===== config.mk =====
export PLATFORM = sky130hd
export DESIGN_NAME = pipeline_ctrl
export DESIGN_NICKNAME = d
export VERILOG_FILES = /design/src/rtl/pipeline_ctrl_pkg.sv /design/src/rtl/pipeline_ctrl_hazard_detect.sv /design/src/rtl/pipeline_ctrl.sv
export SDC_FILE = /design/constraint.sdc
export NUM_CORES = 1
export LEC_CHECK = 0
export ABC_AREA = 1
export ABC_CLOCK_PERIOD_IN_PS = 3000
export CAP_MARGIN = 20
export CORE_MARGIN = 2
export CORE_UTILIZATION = 30
export CTS_CLUSTER_DIAMETER = 60
export CTS_CLUSTER_SIZE = 20
export DETAILED_ROUTE_END_ITERATION = 7
export GPL_TIMING_DRIVEN = 0
export PLACE_DENSITY = 0.61
export SLEW_MARGIN = 0
export SYNTH_ARGS = -nofsm -noshare
export SYNTH_HDL_FRONTEND = slang
export SYNTH_HIERARCHICAL = 1
export SYNTH_SLANG_ARGS = --single-unit

===== constraint.sdc =====
create_clock -name i_clock -period 3 [get_ports i_clock]
set_input_delay 0.45 -clock i_clock [delete_from_list [all_inputs] [get_ports i_clock]]
set_output_delay 0.45 -clock i_clock [all_outputs]
set_load 0.1 [all_outputs]

===== src/rtl/pipeline_ctrl_pkg.sv =====
// pipeline_ctrl_pkg: shared FSM states, stage indices and NOP encoding for the pipeline control block.
package pipeline_ctrl_pkg;
    typedef enum logic [2:0] {
        ST_IDLE  = 3'd0,
        ST_RUN   = 3'd1,
        ST_STEP  = 3'd2,
        ST_DRAIN = 3'd3,
        ST_DONE  = 3'd4
    } state_e;
    localparam int STG_IF = 0;
    localparam int STG_ID = 1;
    localparam int STG_EX = 2;
    localparam logic [31:0] NOP_INSTR = 32'h0000_0000;
endpackage


===== src/rtl/pipeline_ctrl_hazard_detect.sv =====
// pipeline_ctrl_hazard_detect: load-use compare between the instruction in EX and the one in ID.
//   i_ex_mem_read, i_ex_rd         : load in EX and its destination register
//   i_id_rs, i_id_rt, i_id_uses_rt : source registers of the instruction in ID
//   o_hazard                       : ID needs the loaded value before it exists
module pipeline_ctrl_hazard_detect #(
    parameter int NB_REG_ADDR = 5
) (
    input  logic                   i_ex_mem_read,
    input  logic [NB_REG_ADDR-1:0] i_ex_rd,
    input  logic [NB_REG_ADDR-1:0] i_id_rs,
    input  logic [NB_REG_ADDR-1:0] i_id_rt,
    input  logic                   i_id_uses_rt,
    output logic                   o_hazard
);
    // $zero is never a real dependency
    assign o_hazard = i_ex_mem_read && (i_ex_rd != '0) &&
                      ((i_ex_rd == i_id_rs) || (i_id_uses_rt && (i_ex_rd == i_id_rt)));
endmodule


===== src/rtl/pipeline_ctrl.sv =====
// pipeline_ctrl: run/step/halt sequencing, load-use stalls and per-stage enable/flush for the pipeline.
//   i_clock, i_reset (sync, active-high), i_valid (global enable)
//   i_run, i_step                  : start free-running / single-step execution
//   i_halt_instr, i_branch_taken   : control events resolved in ID
//   i_id_*, i_ex_*                 : register operands used for load-use detection
//   o_stage_en, o_stage_flush      : per-stage latch enable and bubble insert
//   o_stall, o_state, o_n_clocks, o_done : status and debug
module pipeline_ctrl
    import pipeline_ctrl_pkg::*;
#(
    parameter int N_STAGES    = 5,
    parameter int NB_REG_ADDR = 5,
    parameter int NB_CNT      = 32
) (
    input  logic                   i_clock,
    input  logic                   i_reset,
    input  logic                   i_valid,
    input  logic                   i_run,
    input  logic                   i_step,
    input  logic                   i_halt_instr,
    input  logic                   i_branch_taken,
    input  logic [NB_REG_ADDR-1:0] i_id_rs,
    input  logic [NB_REG_ADDR-1:0] i_id_rt,
    input  logic                   i_id_uses_rt,
    input  logic [NB_REG_ADDR-1:0] i_ex_rd,
    input  logic                   i_ex_mem_read,
    output logic [N_STAGES-1:0]    o_stage_en,
    output logic [N_STAGES-1:0]    o_stage_flush,
    output logic                   o_stall,
    output logic [2:0]             o_state,
    output logic [NB_CNT-1:0]      o_n_clocks,
    output logic                   o_done
);
    localparam int NB_DRAIN = $clog2(N_STAGES);
    localparam logic [N_STAGES-1:0] ALL = {N_STAGES{1'b1}};

    state_e              state_q, state_d;
    logic                stepmode_q, stepmode_d;
    logic [NB_DRAIN-1:0] drain_q, drain_d;
    logic [NB_CNT-1:0]   cnt_q, cnt_d;
    logic                hazard, adv, stall;

    pipeline_ctrl_hazard_detect #(.NB_REG_ADDR(NB_REG_ADDR)) u_hazard (
        .i_ex_mem_read (i_ex_mem_read),
        .i_ex_rd       (i_ex_rd),
        .i_id_rs       (i_id_rs),
        .i_id_rt       (i_id_rt),
        .i_id_uses_rt  (i_id_uses_rt),
        .o_hazard      (hazard)
    );

    // in step mode each drain beat waits for its own step pulse
    assign adv = i_valid && ((state_q == ST_RUN) || (state_q == ST_STEP) ||
                             ((state_q == ST_DRAIN) && (!stepmode_q || i_step)));
    // hazards are meaningless while draining: fetch is already frozen
    assign stall = adv && hazard && (state_q != ST_DRAIN);

    always_comb begin
        o_stage_en    = '0;
        o_stage_flush = '0;
        if (adv && state_q == ST_DRAIN) begin
            o_stage_en            = ALL & ~(N_STAGES'(1) << STG_IF);
            o_stage_flush[STG_ID] = 1'b1;
        end else if (stall) begin
            // hold IF/ID, let EX onward move on with a bubble behind the load
            o_stage_en            = ALL & ~(N_STAGES'(1) << STG_IF) & ~(N_STAGES'(1) << STG_ID);
            o_stage_flush[STG_EX] = 1'b1;
        end else if (adv) begin
            o_stage_en            = ALL;
            o_stage_flush[STG_ID] = i_branch_taken;
        end
    end

    always_comb begin
        state_d    = state_q;
        stepmode_d = stepmode_q;
        drain_d    = drain_q;
        case (state_q)
            ST_IDLE: begin
                if (i_valid && i_run) begin
                    state_d    = ST_RUN;
                    stepmode_d = 1'b0;
                end else if (i_valid && i_step) begin
                    state_d    = ST_STEP;
                    stepmode_d = 1'b1;
                end
            end
            ST_RUN, ST_STEP: begin
                if (adv && i_halt_instr && !stall) begin
                    state_d = ST_DRAIN;
                    drain_d = NB_DRAIN'(N_STAGES - 2);
                end else if (adv && state_q == ST_STEP) begin
                    state_d = ST_IDLE;
                end
            end
            ST_DRAIN: begin
                if (adv) begin
                    drain_d = drain_q - NB_DRAIN'(1);
                    state_d = (drain_q == NB_DRAIN'(1)) ? ST_DONE : ST_DRAIN;
                end
            end
            default: ;
        endcase
    end

    assign cnt_d = (adv && cnt_q != '1) ? cnt_q + NB_CNT'(1) : cnt_q;

    always_ff @(posedge i_clock) begin
        if (i_reset) begin
            state_q    <= ST_IDLE;
            stepmode_q <= 1'b0;
            drain_q    <= '0;
            cnt_q      <= '0;
        end else begin
            state_q    <= state_d;
            stepmode_q <= stepmode_d;
            drain_q    <= drain_d;
            cnt_q      <= cnt_d;
        end
    end

    assign o_stall    = stall;
    assign o_state    = state_q;
    assign o_n_clocks = cnt_q;
    assign o_done     = (state_q == ST_DONE);
endmodule


After elaboration in Yosys (flattened, before gate mapping) --
Index checks and enable logic that the tools add are counted.
Storage, ports and cells: word-level logic and storage cells 68, register bits 39, output and inout port bits 47, input bits 24
Operators by class: equality and inequality tests 13, multiplexer cells 20, add/subtract/negate cells 2, reduce and logical (&&, ||, !) cells 29
Operators by type and width (count):
- $add A32 B1 Y32 const B | 1
- $ne A32 B32 Y1 const B | 1
- $mux W3 | 8
- $mux W5 | 3
- $logic_and A1 B1 Y1 | 14
- $eq A5 B5 Y1 | 2
- $pmux W3 S3 | 1
- $mux W1 | 7
- $eq A3 B1 Y1 const B | 2
- $eq A3 B2 Y1 const B | 2
- $ne A3 B3 Y1 const B | 2
- $pmux W3 S2 | 1
- $reduce_bool A5 Y1 | 1
- $logic_or A1 B1 Y1 | 4
- $ne A2 B2 Y1 const B | 2
- $reduce_and A4 Y1 | 1
- $reduce_bool A2 Y1 | 2
- $eq A3 B3 Y1 const B | 1
- $logic_not A3 Y1 | 1
- $ne A3 B2 Y1 const B | 1
- $reduce_and A3 Y1 | 1
- $reduce_bool A3 Y1 | 1
- $sub A3 B1 Y3 const B | 1
- $logic_not A1 Y1 | 2
- 2 further kinds | 2

Logic depth before layout (Yosys ltp) --
Gate-level depths: netlist (run 1).
depth after elaboration 11, mapped depth 13, mapped depth without buffers 13

Modules after synthesis --
The synthesis (run 1) kept the hierarchy.
By module, submodules not included:
- pipeline_ctrl | instances 1, cells each 428, area each 2651.3 um^2, sequential area each 780.7 um^2
- pipeline_ctrl_hazard_detect | instances 1, cells each 52, area each 206.4 um^2, sequential area each 0.0 um^2

Worst setup path before layout (run 1) --
No wires, ideal clock.
path kind register to output, start point reg state_q[2], in the netlist o_state[2], end point out o_stage_en[0], data required time 2.550 ns, buffers on the path 0, path slack -1.092 ns, stages on the path, launching flop included 5, arrival 3.642 ns, path through dfxtp_1 > inv_1 > nand3_1 > inv_1 > nor3_1
On the way: cells in the longest elaborated chain, start to end 8, elaborated cells between the ends (all ways) 14, classes of those cells eq/ne (4); mux (3); reduce/logical (7)
RTL lines:
- from (decl) | line pipeline_ctrl.sv:37 | state_e state_q, state_d;
- from (signal assigned) | line pipeline_ctrl.sv:115 | state_q <= state_d;
- $eq A3 B1 Y1, or another cell as far along | line pipeline_ctrl.sv:53 | assign adv = i_valid && ((state_q == ST_RUN) || (state_q == ST_STEP) ||
- $logic_or A1 B1 Y1 or $logic_and A1 B1 Y1 (tied branches) | line pipeline_ctrl.sv:53, pipeline_ctrl.sv:54
- $logic_or A1 B1 Y1 | line pipeline_ctrl.sv:53
- $logic_and A1 B1 Y1 | line pipeline_ctrl.sv:53
- $logic_and A1 B1 Y1 (2 in a row) | line pipeline_ctrl.sv:56 | assign stall = adv && hazard && (state_q != ST_DRAIN);
- $mux W5 | line pipeline_ctrl.sv:64 | end else if (stall) begin
- $mux W5 * | line pipeline_ctrl.sv:61 | if (adv && state_q == ST_DRAIN) begin
- to (decl) | line pipeline_ctrl.sv:27 | output logic [N_STAGES-1:0] o_stage_en,
Mark *: on every way between the ends. The rest lies on a longest branch, timed or not.

Worst setup path after layout (run 1) --
start point in i_step, end point out o_stage_en[4]
On the way: cells in the longest elaborated chain, start to end 8, elaborated cells between the ends (all ways) 10, classes of those cells mux (3); reduce/logical (7)
RTL lines:
- from (decl) | line pipeline_ctrl.sv:19 | input logic i_step,
- $logic_or A1 B1 Y1 * | line pipeline_ctrl.sv:54 | ((state_q == ST_DRAIN) && (!stepmode_q || i_step)));
- $logic_and A1 B1 Y1 * | line pipeline_ctrl.sv:54
- $logic_or A1 B1 Y1 * | line pipeline_ctrl.sv:53
- $logic_and A1 B1 Y1 * | line pipeline_ctrl.sv:53
- $logic_and A1 B1 Y1 (2 in a row) | line pipeline_ctrl.sv:56
- $mux W5 | line pipeline_ctrl.sv:64
- $mux W5 * | line pipeline_ctrl.sv:61
Marks and branches as above.

==> run summary, run 1 <==
The power per unit of standard cell area is roughly 520 mW/mm^2. Entering global routing, the biggest net connects 13 pins. The number of hold violations in the final report came out at 0. At the later pin of the worst-skew pair, clock insertion delay measures a little under 0.3 ns. The total number of placement rows is 35.

The initial antenna violation count is 0. In the final layout, the share of cells above drive strength 1 is under 10%. The worst setup path is of the in2out kind. The number of buffer and inverter stages on the critical path came out at 3. The period utilization is a little over nine tenths. The clock period minus final worst setup slack is 2.83 ns. The die footprint came out at 0.0103 sq mm.

The final global-route overflow total is 0. The arrival time at the worst endpoint came out at about 2.4 ns. The area of the core came out at about 0.0092 sq mm. With fillers left out, the area of the finished cells amounts to about 0.0038 sq mm. The root buffer cell chosen for the clock tree is clkbuf_8. For the pin with the worst max-slew slack, the measured transition is a little under 1 ns. The remaining routing DRC violations is 0. The run finished with clean final reports. The clock transition at the registers of the reported paths came out at ~0.070 ns. The count of pins over their slew limit was 0. The cell that appears most often on the critical path is nand2_1. The per-cell routed wire length is 11.2 microns. The signal on the critical path passes through clkdlybuf4s50_1 > nor2_1 > nand2_1 > nand2_1 > nor2_8 > buf_4 > dlygate4sd2_1. The worst-case clock skew is between 0.009 and 0.01 ns. The slowest stage of the critical path belongs to the cell dlygate4sd2_1. Timing would allow up to ~0.35 GHz. The total of flip-flops plus latches after synthesis is 39. The H-tree generated during clock tree synthesis spans 2 levels. The number of nets in the final layout came out at a little under 600. The number of iterations in the first detailed-routing pass is 4.

The number of hold buffers added after CTS came out at 0. The fill cell instance count of the final layout came out at 1002. The number of endpoints failing setup at the final stage is 0. The remaining antenna violation count is 0. Summed over all nets, the half-perimeter wirelength after detailed placement is 6.16 mm.

Clock tree synthesis inserted a total of 5 buffers. 71 I/O pins were placed. The violation count after the first detailed-routing iteration came out at ~120. The antenna cell count is 0. Before CTS, the worst setup slack after placement is -0.515 ns.

The via count of the first global-routing pass was approximately 3000. The instance area after placement came out at 0.00371 sq mm. The first global-routing pass estimated around 13 mm of wire.

The delay of the slowest cell on the worst path is approximately 0.84 ns. Summing the sequential cell areas from Yosys gives ~27% of the chip area. The count of buffers added by post-CTS timing repair for setup is 0. The summed instance area of the synthesized netlist is approximately 0.0029 sq mm.

The via density per instance came out at 4.50. A synthesized cell averages slightly below 6 sq um. STA classifies the critical path endpoint as an output port. The kind of cell adding the most delay to the critical path is buffers and inverters. The wire length reported by the detailed router is approximately 7.7 mm. The leakage component of the power is between 1.5 and 2 nW. The layout overhead on the synthesized area is 33.0%. The starting density of the core came out at between 30% and 40%.

The detailed router placed between 3000 and 4000 vias in this run. During synthesis, Yosys emitted a total of 6 warnings. Cells fill slightly above 40% of the core in the end. The maximum number of buffers from clock root to sink came out at 2. The number of buffer cells added on primary ports came out at 67.

Data on the critical path is required at its endpoint by 2.55 ns. The kind of launch point of the worst setup path is an input pin. The worst vdd rail ir drop is ~570 uV. The die boundary width is a little over 100 microns.

The y dimension of the die came out at 102 microns. The tool flagged a number of max-cap violations equal to 0. The maximum fanout along the worst path is 9.

The final worst slack came out at 0.166 ns. The relative slew slack is between 30% and 40%. In this run the worst hold path is classified as reg2reg.

The clock tree from TritonCTS is done. The total power came out at about 2 mW. The overall global routing resource usage is between 10% and 20%. The tree built by TritonCTS fans out to 39 sinks. The number of distinct library cells after synthesis is 31.

Setup repair after global routing left no endpoint under its margin. The weighted congestion at the end of routability-driven global placement is 0.946. The number of cells produced by synthesis came out at 480.
==> through the flow <==
stage | cells | hold WS, ns | TNS (ns)
3_5_place_dp | 678 | 0.473 | -2.33
5_1_grt | 686 | 0.512 | 0
3_3_place_gp | 678 | 0.466 | -2.16
4_1_cts | 686 | 0.491 | -0.196
2_1_floorplan | 482 | 0.455 | -0.377
6_report | 686 | 0.484 | 0
==> kinds of logic (layout without fill, tap and decap cells) <==
| family | count (synthesis) | after routing | share of synthesized area (%) |
|---|---|---|---|
| simple gates | 319 | 319 | 48.8 |
| flops | 39 | 39 | 27.3 |
| fa+ha+maj | 3 | 3 | 1.31 |
| buf+inv | 60 | 135 | 9.41 |
| compound gates | 41 | 41 | 7.79 |
| other cells | 1 | 3 | 0.131 |
| xor+xnor | 17 | 17 | 5.21 |
==> report_power, final <==
part	switching, mW	total, mW	internal, mW	leakage (nW)
Combinational	0.688	0.927	0.239	1.18
Clock	0.193	0.462	0.269	0.0612
Sequential	0.0416	0.589	0.547	0.316
==> tightest hold or removal path, delay by kind of cell, from the launching register on <==
kind	cells	cell delay, ns
DFF	1	0.33
and+or+nand+nor	2	0.13
==> final cells by class <==
| cell class | instances | area, sq um | share of cell area (%) |
|---|---|---|---|
| multi-input cells | 383 | 1820 | 48.0 |
| clock buffers | 6 | 82.6 | 2.17 |
| plain buffers | 13 | 92.6 | 2.44 |
| flip-flops and latches | 39 | 785 | 20.6 |
| repair buffers | 67 | 642 | 16.9 |
| clock inverters | 2 | 35.0 | 0.922 |
| well taps | 129 | 161 | 4.25 |
| inverters | 47 | 180 | 4.74 |
==> routing by layer <==
layer | GRT usage, % | vias up | share of wire (%)
met3 | 2.90 | 11 | 4.6
met2 | 27.5 | 83 | 48
met4 | 4.89 | 0 | 1.4
met1 | 19.7 | 1357 | 46
li1 | - | 1633 | -
met5 | 0 | - | 0
==> path summary, 6_finish.rpt <==
path / startpoint / to / slack [ns] / cells past startpoint
hold reg to reg: drain_q[1]$_SDFFE_PP0P_ / drain_q[1]$_SDFFE_PP0P_ / 0.48 / 2
setup / recovery: i_step / o_stage_en[4] / 0.17 / 7
setup reg to reg: o_n_clocks[0]$_SDFFE_PP0P_ / o_n_clocks[22]$_SDFFE_PP0P_ / 1.24 / 9
hold / removal: drain_q[1]$_SDFFE_PP0P_ / drain_q[1]$_SDFFE_PP0P_ / 0.48 / 2
==> registers in the layout, summed over array words and instances, names as in the netlist <==
signal / cells
stepmode_q: 1
o_state: 3
o_n_clocks: 32
drain_q: 3
==> cell usage after synthesis, drive strengths merged <==
library cell | n | area (sq um)
buf | 10 | 81.3
nor4 | 1 | 6.26
o21ai | 6 | 30.0
nand2 | 199 | 779
clkinv | 1 | 3.75
nor3 | 7 | 40.0
ha | 3 | 37.5
nand3 | 19 | 95.1
dfxtp | 39 | 781
xnor2 | 6 | 52.6
nand4 | 4 | 25.0
nand3b | 10 | 75.1
nor2 | 79 | 374
clkbuf | 3 | 11.3
inv | 46 | 173
o21bai | 1 | 7.51
xor2 | 11 | 96.3
conb | 1 | 3.75
a21oi | 34 | 185
==> layout by cell type, fill, tap and decap left out, drive strengths merged <==
cell	n
buf	13
nand3	19
o21ai	6
xor2	11
o21bai	1
nand4	4
nor3	7
ha	3
nor4	1
dfxtp	39
xnor2	6
clkinvlp	1
inv	45
a21oi	34
nand3b	10
dlygate4sd2	3
conb	3
clkinv	2
nand2	199
bufinv	1
nor2	79
clkbuf	11
clkdlybuf4s50	59
==> repair_timing <==
| item | CTS | global route |
|---|---|---|
| resized for setup | 12 | 11 |
| hold endpoints to repair | 0 | 0 |
| endpoints found under the setup margin | 8 | 5 |
| gates cloned | 0 | 0 |
(Power assumes the default switching activity.)
==> run 2: changes to the inputs <==
--- a/config.mk
+++ b/config.mk
@@ -8,6 +8,7 @@
 export ABC_AREA = 1
 export ABC_CLOCK_PERIOD_IN_PS = 3000
 export CAP_MARGIN = 20
+export CORE_ASPECT_RATIO = 0.5
 export CORE_MARGIN = 2
 export CORE_UTILIZATION = 30
 export CTS_CLUSTER_DIAMETER = 60
==> run 2 against run 1 <==
Die area up 0.46%; global-route usage up 0.22 points; critical path depth down 2; maximum frequency up 0.71%; final cell count down 1.2%; routed wire length up 0.90%; final area up 0.43%; register-to-register slack worse by 0.06 ns; combinational power up 1%; via count down 0.81%; critical path type unchanged; highest routed layer unchanged.
==> run summary, run 2 (same netlist as run 1, synthesis figures left out) <==
The maximum frequency from static timing analysis came out at 0.355 GHz (was 0.353 GHz). The number of hold buffers added after CTS was 0 (unchanged). The reported max-cap violation count is 0 (unchanged). The flip-flop count of the largest register after layout came out at 32 (unchanged). The fill cell instance count of the final layout came to 993 (was 1002). The antenna cell count is 0 (unchanged).

The die boundary width came out at 142 microns (was 102 microns). The final worst slack was 0.186 ns (was 0.166 ns). The area of the core is 0.00935 sq mm (was 0.00924 sq mm). The worst setup slack after placement is -0.489 ns (was -0.515 ns). The final global-route overflow total is 0 (unchanged).

The largest net degree at the start of global routing is 12 (was 13). The number of levels in the clock H-tree is 2 (unchanged). The starting density of the core is 30.6% (was 30.9%).

The clock tree from TritonCTS is done (unchanged). The required time at the worst-slack endpoint is 2.55 ns (about the same). The worst-case clock skew came out at 0.00647 ns (was 0.00951 ns). The startpoint-to-endpoint class of the critical path is in2out (unchanged). The number of endpoints failing setup at the final stage is 0 (unchanged). Result of the run: completed (unchanged). The kind of capture point of the worst setup path was an output port (unchanged).

The clock period minus final worst setup slack came out at 2.81 ns (was 2.83 ns). The initial antenna violation count came out at 0 (unchanged). The fraction of final layout cells sized beyond drive strength 1 is 9.16% (was 9.34%). The arrival time at the worst endpoint came out at 2.36 ns (was 2.38 ns).

The number of cells in the finished layout apart from fillers came to 678 (was 686). The area of all sequential standard cells is 785 sq um (unchanged). The wire length reported by the detailed router is 7.77 mm (was 7.71 mm). The clock transition at the registers of the reported paths came out at 0.05 ns (was 0.07 ns). The count of buffers added by post-CTS timing repair for setup is 0 (unchanged). The leakage component of the power came out at 1.57 nW (was 1.56 nW). The type of the most critical hold path is reg2reg (unchanged). The number of hold violations in the final report came to 0 (unchanged). The quantity of gates resized following cts came out at 12 (unchanged). The placed wire-length estimate after detailed placement came out at 6.17 mm (was 6.16 mm). The total number of placement rows was 25 (was 35).

The most common cell after layout, fill and taps aside is nand2_1 (unchanged). The weighted congestion at the end of routability-driven global placement came to 0.835 (was 0.946). The die footprint came out at 0.0104 sq mm (was 0.0103 sq mm). The y dimension of the die came out at 73.0 microns (was 102 microns). The number of iterations in the first detailed-routing pass came out at 5 (was 4). The per-cell routed wire length came to 11.5 microns (was 11.2 microns).

The maximum fanout along the worst path was 9 (unchanged). The I/O pin count came out at 71 (unchanged). The count of vias placed by the detailed router is 3059 (was 3084). The remaining routing DRC violations came to 0 (unchanged).

The footprint of the multi-input gates is 0.00183 sq mm (was 0.00182 sq mm). The remaining antenna violation count is 0 (unchanged). The total number of clock tree sinks is 39 (unchanged). The power per unit of standard cell area came out at 536 mW/mm^2 (was 521 mW/mm^2). The period utilization came out at 93.8% (was 94.5%). The number of buffer cells added on primary ports is 67 (unchanged). The via density per instance was 4.51 (was 4.50). The global-route wire length before repair came to 13.3 mm (was 13.2 mm). The cell count after placement is 670 (was 678).

The layout overhead on the synthesized area came out at 33.6% (was 33.0%). The violation count after the first detailed-routing iteration is 158 (was 122). The worst vdd rail ir drop came out at 315 uV (was 568 uV). The transition time of the tightest slew-check pin came out at 0.973 ns (was 0.986 ns). The kind of launch point of the worst setup path was an input pin (unchanged). The count of pins over their slew limit came out at 0 (unchanged).

The overall global routing resource usage is 16.0% (was 15.8%). The via count of the first global-routing pass is 2863 (was 2954). The clock root buffer master is clkbuf_16 (was clkbuf_8). The number of CTS-inserted buffers was 5 (unchanged).

The relative slew slack came to 34.9% (was 34.1%). Setup repair after global routing missed its margin: false (unchanged). The maximum number of buffers from clock root to sink is 2 (unchanged). Most frequent cells in the layout: 191 x nand2_1, 69 x nor2_1, 59 x clkdlybuf4s50_1 (unchanged).

The source-to-sink clock delay at the later pin of the worst-skew pair came out at 0.29 ns (about the same). The number of nets in the final layout is 583 (unchanged).
-- run 2: changes by cell type in the layout (fill, tap and decap cells not counted), sizes merged --
| cell | before | now |
|---|---|---|
| buf | 13 | 14 |
| bufinv | 1 | 0 |
-- run 2: worst max-delay path, stage by stage --
cell	delay, ns
clkdlybuf4s50_1	0.56
nand2_1	0.18
nor2_8	0.20
buf_4	0.13
dlygate4sd2_1	0.84
-- run 2: worst paths after layout --
path                                       to  slack [ns]                  startpoint  depth (start not counted)
setup / recovery                o_stage_en[3]        0.19                     i_valid                          5
setup reg to reg  o_n_clocks[25]$_SDFFE_PP0P_        1.18  o_n_clocks[0]$_SDFFE_PP0P_                          9
hold reg to reg       drain_q[1]$_SDFFE_PP0P_        0.48     drain_q[1]$_SDFFE_PP0P_                          2
hold / removal        drain_q[1]$_SDFFE_PP0P_        0.48     drain_q[1]$_SDFFE_PP0P_                          2
-- run 2: cell type report --
cell class                      instances  area share (%)
Timing Repair Buffer                   67            16.9
Buffer                                 13            2.43
Inverter                               47            4.72
Multi-Input combinational cell        383            47.9
Tap cell                              121            3.97
Sequential cell                        39            20.6
Clock buffer                            7            3.47
Clock inverter                          1           0.131
-- run 2: routing by layer --
metal  part of all wire (%)  global-route usage, %  vias up
li1                       -                      -     1633
met1                     50                   20.8     1356
met2                     45                   26.9       60
met3                    3.8                   3.35       10
met4                    1.5                   5.00        0
met5                      0                      0        -
-- run 2: per-stage QoR --
step | TNS, ns | power, mW | hold slack, ns | util [%] | area, sq um
3_5_place_dp | -2.28 | 1.57 | 0.474 | 39.6 | 3700
4_1_cts | -0.222 | 2.07 | 0.484 | 41.0 | 3830
3_3_place_gp | -2.20 | 1.56 | 0.469 | 39.6 | 3700
2_1_floorplan | -0.377 | 1.34 | 0.455 | - | 2880
6_report | 0 | 2.05 | 0.480 | 40.8 | 3820
5_1_grt | 0 | 2.16 | 0.501 | 40.8 | 3820
-- run 2: where the power goes --
| part | internal [mW] | switching [mW] | leakage [nW] | total, mW |
|---|---|---|---|---|
| Sequential | 0.548 | 0.0381 | 0.316 | 0.586 |
| Clock | 0.308 | 0.213 | 0.0679 | 0.521 |
| Combinational | 0.242 | 0.696 | 1.18 | 0.938 |
